--- config.mk ---
export PLATFORM = sky130hd
export DESIGN_NAME = mcctrl
export DESIGN_NICKNAME = d
export VERILOG_FILES = /design/src/rtl/mc_pkg.sv /design/src/rtl/mcctrl_dec.sv /design/src/rtl/mcctrl.sv
export SDC_FILE = /design/constraint.sdc
export NUM_CORES = 1
export LEC_CHECK = 0
export BUFFER_PORTS_ARGS = -buffer_cell sky130_fd_sc_hd__buf_4
export CORE_ASPECT_RATIO = 0.8
export CORE_MARGIN = 2
export CORE_UTILIZATION = 30
export CTS_BUF_LIST = sky130_fd_sc_hd__clkbuf_8
export DETAILED_ROUTE_END_ITERATION = 7
export GPL_ROUTABILITY_DRIVEN = 0
export SLEW_MARGIN = 20
export SYNTH_ARGS = -nofsm -noshare
export SYNTH_HDL_FRONTEND = slang
export SYNTH_SLANG_ARGS = --single-unit
export TNS_END_PERCENT = 1
--- constraint.sdc ---
create_clock -name clk -period 1.25 [get_ports clk]
set_input_delay 0.1875 -clock clk [delete_from_list [all_inputs] [get_ports clk]]
set_output_delay 0.1875 -clock clk [all_outputs]
set_load 0.03 [all_outputs]
--- src/rtl/mc_pkg.sv ---
// rtl/mc_pkg.sv - shared types and constants for the multi-cycle main control FSM
package mc_pkg;

  typedef enum logic [3:0] {
    S_IDLE   = 4'd0,
    S_FETCH  = 4'd1,
    S_DECODE = 4'd2,
    S_MEMADR = 4'd3,
    S_MEMRD  = 4'd4,
    S_MEMWB  = 4'd5,
    S_MEMWR  = 4'd6,
    S_EXEC   = 4'd7,
    S_ALUWB  = 4'd8,
    S_BRANCH = 4'd9,
    S_JUMP   = 4'd10
  } state_e;

  localparam logic [5:0] OP_RTYPE = 6'b000000;
  localparam logic [5:0] OP_LW    = 6'b100011;
  localparam logic [5:0] OP_SW    = 6'b101011;
  localparam logic [5:0] OP_BEQ   = 6'b000100;
  localparam logic [5:0] OP_BNE   = 6'b000101;
  localparam logic [5:0] OP_J     = 6'b000010;
  localparam logic [5:0] OP_JSPAL = 6'b010011;
  localparam logic [5:0] OP_BALRZ = 6'b010100;

  localparam logic [2:0] BJ_NONE  = 3'b000;
  localparam logic [2:0] BJ_BEQ   = 3'b001;
  localparam logic [2:0] BJ_BNE   = 3'b010;
  localparam logic [2:0] BJ_JSPAL = 3'b011;
  localparam logic [2:0] BJ_BALRZ = 3'b100;
  localparam logic [2:0] BJ_J     = 3'b101;

  // ALU operand B: register B, constant 4, sign-extended immediate, branch target offset
  localparam logic [1:0] ASB_REG  = 2'b00;
  localparam logic [1:0] ASB_FOUR = 2'b01;
  localparam logic [1:0] ASB_IMM  = 2'b10;
  localparam logic [1:0] ASB_BTGT = 2'b11;

  localparam logic [1:0] ALUOP_ADD   = 2'b00;
  localparam logic [1:0] ALUOP_SUB   = 2'b01;
  localparam logic [1:0] ALUOP_FUNCT = 2'b10;

  typedef struct packed {
    logic       pcwrite;
    logic       pcwritecond;
    logic       irwrite;
    logic       iord;
    logic       memread;
    logic       memwrite;
    logic       regwrite;
    logic       regdst;
    logic       memtoreg;
    logic       alusrca;
    logic [1:0] alusrcb;
    logic [1:0] aluop;
    logic [2:0] bj;
    logic       illegal;
    logic       busy;
  } ctrl_t;

  function automatic logic [2:0] bj_code(input logic [5:0] op);
    logic [2:0] code;
    case (op)
      OP_BEQ:   code = BJ_BEQ;
      OP_BNE:   code = BJ_BNE;
      OP_JSPAL: code = BJ_JSPAL;
      OP_BALRZ: code = BJ_BALRZ;
      OP_J:     code = BJ_J;
      default:  code = BJ_NONE;
    endcase
    return code;
  endfunction

  function automatic logic op_known(input logic [5:0] op);
    return op inside {OP_RTYPE, OP_LW, OP_SW, OP_BEQ, OP_BNE, OP_J, OP_JSPAL, OP_BALRZ};
  endfunction

endpackage

--- src/rtl/mcctrl_dec.sv ---
// rtl/mcctrl_dec.sv - combinational state-to-strobe decoder for mcctrl
module mcctrl_dec
  import mc_pkg::*;
(
  input  state_e     state,
  input  logic [5:0] op,
  input  logic       mem_rdy,
  output ctrl_t      ctrl
);

  always_comb begin
    ctrl = '0;
    ctrl.busy = (state != S_IDLE);
    case (state)
      S_FETCH: begin
        ctrl.memread = 1'b1;
        ctrl.iord    = 1'b0;
        ctrl.alusrca = 1'b0;
        ctrl.alusrcb = ASB_FOUR;
        ctrl.aluop   = ALUOP_ADD;
        // IR and PC load only on the completing cycle, so each fires once per instruction
        ctrl.irwrite = mem_rdy;
        ctrl.pcwrite = mem_rdy;
      end
      S_DECODE: begin
        ctrl.alusrcb = ASB_BTGT;
        ctrl.illegal = !op_known(op);
      end
      S_MEMADR: begin
        ctrl.alusrca = 1'b1;
        ctrl.alusrcb = ASB_IMM;
      end
      S_MEMRD: begin
        ctrl.memread = 1'b1;
        ctrl.iord    = 1'b1;
      end
      S_MEMWB: begin
        ctrl.regwrite = 1'b1;
        ctrl.memtoreg = 1'b1;
        ctrl.regdst   = 1'b0;
      end
      S_MEMWR: begin
        ctrl.memwrite = 1'b1;
        ctrl.iord     = 1'b1;
      end
      S_EXEC: begin
        ctrl.alusrca = 1'b1;
        ctrl.alusrcb = ASB_REG;
        ctrl.aluop   = ALUOP_FUNCT;
      end
      S_ALUWB: begin
        ctrl.regwrite = 1'b1;
        ctrl.regdst   = 1'b1;
        ctrl.memtoreg = 1'b0;
      end
      S_BRANCH: begin
        ctrl.alusrca     = 1'b1;
        ctrl.alusrcb     = ASB_REG;
        ctrl.aluop       = ALUOP_SUB;
        ctrl.pcwritecond = 1'b1;
        ctrl.bj          = bj_code(op);
      end
      S_JUMP: begin
        ctrl.pcwritecond = 1'b1;
        ctrl.bj          = bj_code(op);
      end
      default: ctrl = '0;
    endcase
  end

endmodule

--- src/rtl/mcctrl.sv ---
// rtl/mcctrl.sv - multi-cycle main control FSM with shared-memory ready handshake
module mcctrl
  import mc_pkg::*;
#(
  parameter int OPW = 6
) (
  input  logic           clk,
  input  logic           rst,
  input  logic [OPW-1:0] op,
  input  logic           mem_rdy,
  output logic           pcwrite,
  output logic           pcwritecond,
  output logic           irwrite,
  output logic           iord,
  output logic           memread,
  output logic           memwrite,
  output logic           regwrite,
  output logic           regdst,
  output logic           memtoreg,
  output logic           alusrca,
  output logic [1:0]     alusrcb,
  output logic [1:0]     aluop,
  output logic [2:0]     bj,
  output logic           illegal,
  output logic           busy
);

  state_e     state_q, state_d;
  logic [5:0] op6;
  ctrl_t      ctrl;

  assign op6 = 6'(op);

  always_ff @(posedge clk or posedge rst) begin
    if (rst) state_q <= S_IDLE;
    else     state_q <= state_d;
  end

  always_comb begin
    state_d = state_q;
    case (state_q)
      S_IDLE:   state_d = S_FETCH;
      S_FETCH:  state_d = mem_rdy ? S_DECODE : S_FETCH;
      S_DECODE: begin
        case (op6)
          OP_LW, OP_SW:               state_d = S_MEMADR;
          OP_RTYPE:                   state_d = S_EXEC;
          OP_BEQ, OP_BNE, OP_BALRZ:   state_d = S_BRANCH;
          OP_J, OP_JSPAL:             state_d = S_JUMP;
          // PC was already incremented in FETCH, so simply move on
          default:                    state_d = S_FETCH;
        endcase
      end
      S_MEMADR: state_d = (op6 == OP_LW) ? S_MEMRD : S_MEMWR;
      S_MEMRD:  state_d = mem_rdy ? S_MEMWB : S_MEMRD;
      S_MEMWB:  state_d = S_FETCH;
      S_MEMWR:  state_d = mem_rdy ? S_FETCH : S_MEMWR;
      S_EXEC:   state_d = S_ALUWB;
      S_ALUWB:  state_d = S_FETCH;
      S_BRANCH: state_d = S_FETCH;
      S_JUMP:   state_d = S_FETCH;
      default:  state_d = S_IDLE;
    endcase
  end

  mcctrl_dec u_dec (
    .state   (state_q),
    .op      (op6),
    .mem_rdy (mem_rdy),
    .ctrl    (ctrl)
  );

  always_comb begin
    pcwrite     = ctrl.pcwrite;
    pcwritecond = ctrl.pcwritecond;
    irwrite     = ctrl.irwrite;
    iord        = ctrl.iord;
    memread     = ctrl.memread;
    memwrite    = ctrl.memwrite;
    regwrite    = ctrl.regwrite;
    regdst      = ctrl.regdst;
    memtoreg    = ctrl.memtoreg;
    alusrca     = ctrl.alusrca;
    alusrcb     = ctrl.alusrcb;
    aluop       = ctrl.aluop;
    bj          = ctrl.bj;
    illegal     = ctrl.illegal;
    busy        = ctrl.busy;
  end

endmodule

==> results.json, run 1 <==
{
  "synth_edf_count": 0,
  "p_int_mw": 1.46,
  "clock-sinks": 4,
  "layout.nets": 154,
  "drive_gt1_share_pct": 68.8,
  "crit_path_end_kind": "output pin",
  "r2r_end": "state_q[1]",
  "ys_seq_area_share_pct": 16.6,
  "largest_reg_flops": 4,
  "max_cap_viol_count": 0,
  "switching_share_pct": 46.6,
  "wl_met3_um": 82,
  "ys.flop_type": "dfrtp_1",
  "antenna_found_initial": 0,
  "pwr-share-seq_pct": 10.3,
  "setup_ws_ns": -0.398,
  "reg_top3": "state_q: 4 flops",
  "ios": 28,
  "grt_pass1_wl_um": 3360,
  "grt_start_max_net_pins": 8,
  "placed_area_um2": 1090,
  "wl_met1_um": 908,
  "ant_nets": 0,
  "cts_tree": "built",
  "io_buffer_count": 27,
  "rsz0062_at_grt": "yes",
  "vdd_drop_max_v": 0.00117,
  "multiInputGateArea_um2": 577,
  "via_per_inst": 4.93,
  "reg2reg_depth": 6,
  "failed_checks": "setup timing",
  "cp_data_required_time_ns": 1.06,
  "start_util_pct": 31.8,
  "start_kind": "flop",
  "min_period_ns": 1.65,
  "die_x_um": 54.1,
  "regArea_um2": 105,
  "setup_viol": 22,
  "crit_arrival_ns": 1.46,
  "die_h_um": 44.1,
  "status": "complete, but fails checks",
  "clock.fmax_mhz": 607,
  "core_area_um2": 1890,
  "grt_overflow": 0,
  "syn_to_final_growth_pct": 117,
  "power_mw": 2.74,
  "syn_area_um2": 602,
  "vias": 828,
  "cts_buffers": 3,
  "min_to": "state_q[2]",
  "track_usage_pct": 18.6,
  "die_area_um2": 2380,
  "cellLeakagePower_nw": 0.618,
  "drt_first_pass_iters": 2,
  "r2r_slack_ns": -0.21,
  "finish.instance_area_um2": 1300,
  "hold_depth": 3,
  "period_share_pct": 132,
  "maxSlewViolCount": 0,
  "synthTopCellsByArea": "dfrtp_1 17%, nor2_1 6.9%, a21oi_1 5.0%",
  "synth-warning-count": 0,
  "pwr-share-comb_pct": 79.3,
  "timing_worst_setup_path_type": "flop to output pin",
  "hold_class": "input pin to flop",
  "htree_levels": 1,
  "syn_nets": 94,
  "rows": 14,
  "nFillCells": 132,
  "final_core_util_pct": 68.9,
  "worstMarginPinSlew_ns": 0.296,
  "insertion_delay_ns": 0.22,
  "whs_ns": 0.282,
  "avgSynthCellArea_um2": 7.08,
  "final-hold-violation-count": 0,
  "dr_wl_met2_um": 1090,
  "clk_pin_slew_ns": 0.04,
  "hp-start": "mem_rdy",
  "drc": 0,
  "p_per_area_nw_per_um2": 2100,
  "relSlewSlack_pct": 80.3,
  "top_register": "state_q",
  "place.detailed.hpwl_um": 1530,
  "r2r_start": "state_q[1]",
  "p_clk_share_pct": 10.3,
  "yosysTopAreaCellShare_pct": 16.6,
  "ys_ff_latch": 4,
  "cts_root_buffer": "clkbuf_8",
  "fin_skew_ns": 0.00396,
  "synthArstFlopShare_pct": 100,
  "cts_buffer_depth": 2,
  "worst-path-max-fanout": 5,
  "grt_pass1_vias": 787,
  "antenna_cells": 0,
  "yosysTopAreaCell": "dfrtp_1",
  "synthTopCellsByCount": "11 x nor2_1, 6 x a21oi_1, 6 x nand2_1",
  "synth_most_common_cell": "nor2_1",
  "ys_types": 37,
  "top_layer": "met4",
  "drt-total-wl_um": 2080,
  "drt_iter0_markers": 11,
  "wire_per_inst_um": 12.4,
  "p_sw_mw": 1.28,
  "synthCells": 85
}
[cell families after synthesis]
| group | synth area share (%) |
|---|---|
| AOI/OAI and AO/OA | 18.7 |
| xor gates and xnor gates | 5.61 |
| buffers and inverters | 10.8 |
| DFF | 16.6 |
| muxes | 3.53 |
| and+or+nand+nor | 44.7 |
[power by group through the flow]
stage                     registers [mW]  logic, mW  clock network, mW
final                              0.283       2.17              0.284
after global routing               0.292       2.33              0.300
after CTS                          0.273       1.96              0.281
after floorplan                    0.227       1.15                  0
after detailed placement           0.270       1.84                  0
after global placement             0.265       1.82                  0
[worst max path at each step]
| stage | start | end |
|---|---|---|
| after floorplan | state_q[0] | bj[1] |
| after global placement | state_q[0] | illegal |
| after detailed placement | state_q[1] | irwrite |
| after CTS | state_q[2] | illegal |
| after global routing | state_q[3] | illegal |
| final | state_q[1] | irwrite |
[metrics by stage]
step / setup slack, ns / cells / setup TNS, ns
CTS: -0.367 / 165 / -5.20
finish: -0.398 / 168 / -5.37
global route: -0.440 / 168 / -6.64
detailed placement: -0.185 / 159 / -1.91
global placement: -0.159 / 159 / -1.40
floorplan: -0.285 / 85 / -2.31
[area by class of cell]
class | count | share of cell area (%)
Clock buffer | 3 | 3.17
Clock inverter | 1 | 0.288
Inverter | 2 | 0.576
Multi-Input combinational cell | 70 | 44.2
Sequential cell | 4 | 8.06
Tap cell | 24 | 2.30
Timing Repair Buffer | 64 | 41.4
[cells in the final DEF (no fill, tap or decap), types with 2 or more instances in the layout]
master     n
nor4_1     3
nor2_1     7
clkbuf_8   3
o21ai_1    2
nand2b_4   2
a21oi_1    4
nand2b_1   2
nor2_2     5
a211o_1    2
nand2_2    3
nor3_4     3
and2_1     2
a31oi_1    3
nor2_4     2
a21oi_2    2
dfrtp_2    4
nand2_1    3
buf_4     48
nand3b_1   3
inv_1      2
buf_6     15
[worst max-delay path: stages (launching register included)]
cell and delay (ns):
dfrtp_2 0.45, nand2b_1 0.20, nor3b_2 0.24, nor2b_4 0.18
buf_4 0.16
[what timing repair did]
action / CTS / global route
hold buffers: 1 / 0
buffers inserted: 1 / 3
resized for setup: 15 / 21
endpoints found under the hold margin: 4 / 0
pin swaps: 3 / 5
endpoints found under the setup margin: 22 / 22
[routing by layer]
metal  vias to the layer above  GRT usage [%]
met3                         2           3.04
li1                        419              -
met1                       385           23.6
met2                        22           33.2
met5                         -              0
met4                         0           4.00
Note: power is estimated with default switching activity, not from simulation.
==> inputs of run 2 (changes only) <==
--- a/config.mk
+++ b/config.mk
@@ -7,7 +7,7 @@
 export LEC_CHECK = 0
 export BUFFER_PORTS_ARGS = -buffer_cell sky130_fd_sc_hd__buf_4
 export CORE_ASPECT_RATIO = 0.8
-export CORE_MARGIN = 2
+export CORE_MARGIN = 4
 export CORE_UTILIZATION = 30
 export CTS_BUF_LIST = sky130_fd_sc_hd__clkbuf_8
 export DETAILED_ROUTE_END_ITERATION = 7
==> run 2 against run 1 <==
Net effect: the flow still finishes with violations (setup timing); worst setup slack better by 0.0043 ns; clock power about the same; die area up 17%; critical path depth up 1; clock skew about the same; routed wire length down 2.0%; sequential power about the same; non-clock buffer count down 12; via count down 9.1%; cell area down 11%; count of clock-buffer cells in the layout unchanged; fmax up 0.26%; largest cell class unchanged; largest power group unchanged; highest routed layer is now met3.
==> results.json, run 2 (synthesis results as in run 1) <==
{
  "worst-path-max-fanout": 4,
  "p_clk_share_pct": 11.3,
  "track_usage_pct": 14.9,
  "finish.instance_area_um2": 1160,
  "place.detailed.hpwl_um": 1530,
  "hold_class": "input pin to flop",
  "setup_ws_ns": -0.394,
  "die_area_um2": 2790,
  "start_kind": "flop",
  "worstMarginPinSlew_ns": 0.292,
  "htree_levels": 1,
  "cellLeakagePower_nw": 0.552,
  "die_x_um": 58.1,
  "wire_per_inst_um": 13.1,
  "max_cap_viol_count": 0,
  "dp.cells": 150,
  "reg_top3": "state_q: 4 flops",
  "cts_buffers": 3,
  "final_common_cell": "buf_4",
  "clock-sinks": 4,
  "cp_data_required_time_ns": 1.06,
  "antenna_cells": 0,
  "instances_no_fill": 156,
  "p_sw_mw": 1.20,
  "crit_path_max_incr_delay_ns": 0.40,
  "rsz0062_at_grt": "yes",
  "timing_worst_setup_path_type": "flop to output pin",
  "failed_checks": "setup timing",
  "cts_buffer_depth": 2,
  "clock.fmax_mhz": 608,
  "core_area_um2": 1890,
  "critPathSlowestCell": "dfrtp_1",
  "grt_pass1_vias": 684,
  "min_period_ns": 1.64,
  "pwr-share-seq_pct": 11.1,
  "vias": 753,
  "grt_start_max_net_pins": 12,
  "drc": 0,
  "drt_first_pass_iters": 4,
  "largest_reg_flops": 4,
  "drt_iter0_markers": 10,
  "drive_gt1_share_pct": 61.4,
  "syn_to_final_growth_pct": 92.9,
  "layout_common_cells": "43 x buf_4, 9 x nor2_1, 8 x buf_6",
  "setup_tns_ns": -4.87,
  "antenna_found_initial": 0,
  "layout.nets": 142,
  "cts_tree": "built",
  "grt_overflow": 0,
  "die_h_um": 48.1,
  "crit_arrival_ns": 1.46,
  "switching_share_pct": 47.8,
  "placed_area_um2": 1020,
  "whs_ns": 0.285,
  "p_per_area_nw_per_um2": 2170,
  "status": "complete, but fails checks",
  "cts_root_buffer": "clkbuf_8",
  "fin_skew_ns": 0.00377,
  "setup_viol": 20,
  "top_register": "state_q",
  "maxSlewViolCount": 0,
  "drt-total-wl_um": 2040,
  "via_per_inst": 4.83,
  "pwr-share-comb_pct": 77.5,
  "ant_nets": 0,
  "start_util_pct": 31.8,
  "p_int_mw": 1.32,
  "final-hold-violation-count": 0,
  "power_mw": 2.52,
  "io_buffer_count": 27,
  "crit_path_end_kind": "output pin",
  "vdd_drop_max_v": 0.00132,
  "clk_pin_slew_ns": 0.04,
  "period_share_pct": 132,
  "rows": 14,
  "ios": 28,
  "insertion_delay_ns": 0.22,
  "relSlewSlack_pct": 80.4,
  "path_cells": "nor2_2, nand2_2, or2_1, and3b_1, buf_6",
  "grt_pass1_wl_um": 3060
}
## run 2: cell count changes in the layout (fill, tap and decap cells not counted), moves of 2 or more
cell,change
nor2_2,-2
dfrtp_2,-2
buf_4,-5
buf_6,-7
dfrtp_1,+2
nor3_2,+2
nor2_1,+2
nor3_4,-2
## run 2: area by class of cell
type                       count  area [um2]
fill                         157         731
multi-input combinational     70         553
timing repair buffer          52         423
sequential                     4         103
clock buffer                   3        41.3
tap                           24        30.0
inverter                       2        7.51
clock inverter                 1        3.75
## run 2: power groups by stage
stage	sequential, mW	combinational (mW)	clock (mW)
floorplan	0.227	1.15	0
global placement	0.261	1.77	0
detailed placement	0.269	1.76	0
CTS	0.276	1.84	0.293
global route	0.293	2.09	0.312
finish	0.281	1.95	0.286
## run 2: metrics by stage
| step | utilization (%) | setup WS, ns |
|---|---|---|
| after detailed placement | 54.1 | -0.179 |
| after global placement | 54.1 | -0.159 |
| after floorplan | - | -0.285 |
| final | 61.4 | -0.394 |
| after global routing | 61.4 | -0.491 |
| after CTS | 58.7 | -0.381 |
## run 2: final timing paths
check / start / to / slack (ns) / depth (start not counted)
setup reg to reg: state_q[0] / state_q[1] / -0.11 / 4
hold / removal: mem_rdy / state_q[0] / 0.29 / 3
setup / recovery: state_q[2] / illegal / -0.39 / 5
max in group asynchronous: rst / state_q[0] / 0.67 / 3
min in group asynchronous: rst / state_q[1] / 0.41 / 3
hold reg to reg: state_q[3] / state_q[1] / 0.71 / 2
## run 2: worst max-delay path, delay by kind of cell, from the launching register on
| kind | cells | cell delay [ns] |
|---|---|---|
| flops | 1 | 0.40 |
| simple gates | 4 | 0.70 |
| buf+inv | 1 | 0.13 |
## run 2: metal layers
metal | vias to the layer above | share of wire (%) | track usage (%)
met1 | 345 | 47 | 20.4
met2 | 13 | 50 | 22.5
li1 | 395 | - | -
met4 | 0 | 0 | 4.17
met3 | 0 | 3.9 | 4.85
met5 | - | 0 | 0
## run 2: repair_timing
| item | in CTS | in global routing |
|---|---|---|
| hold buffers | 1 | 0 |
| pin swaps | 1 | 4 |
| buffers inserted | 0 | 1 |
| setup endpoints to repair | 23 | 22 |
| endpoints found under the hold margin | 4 | 0 |
| gates resized for setup | 8 | 13 |
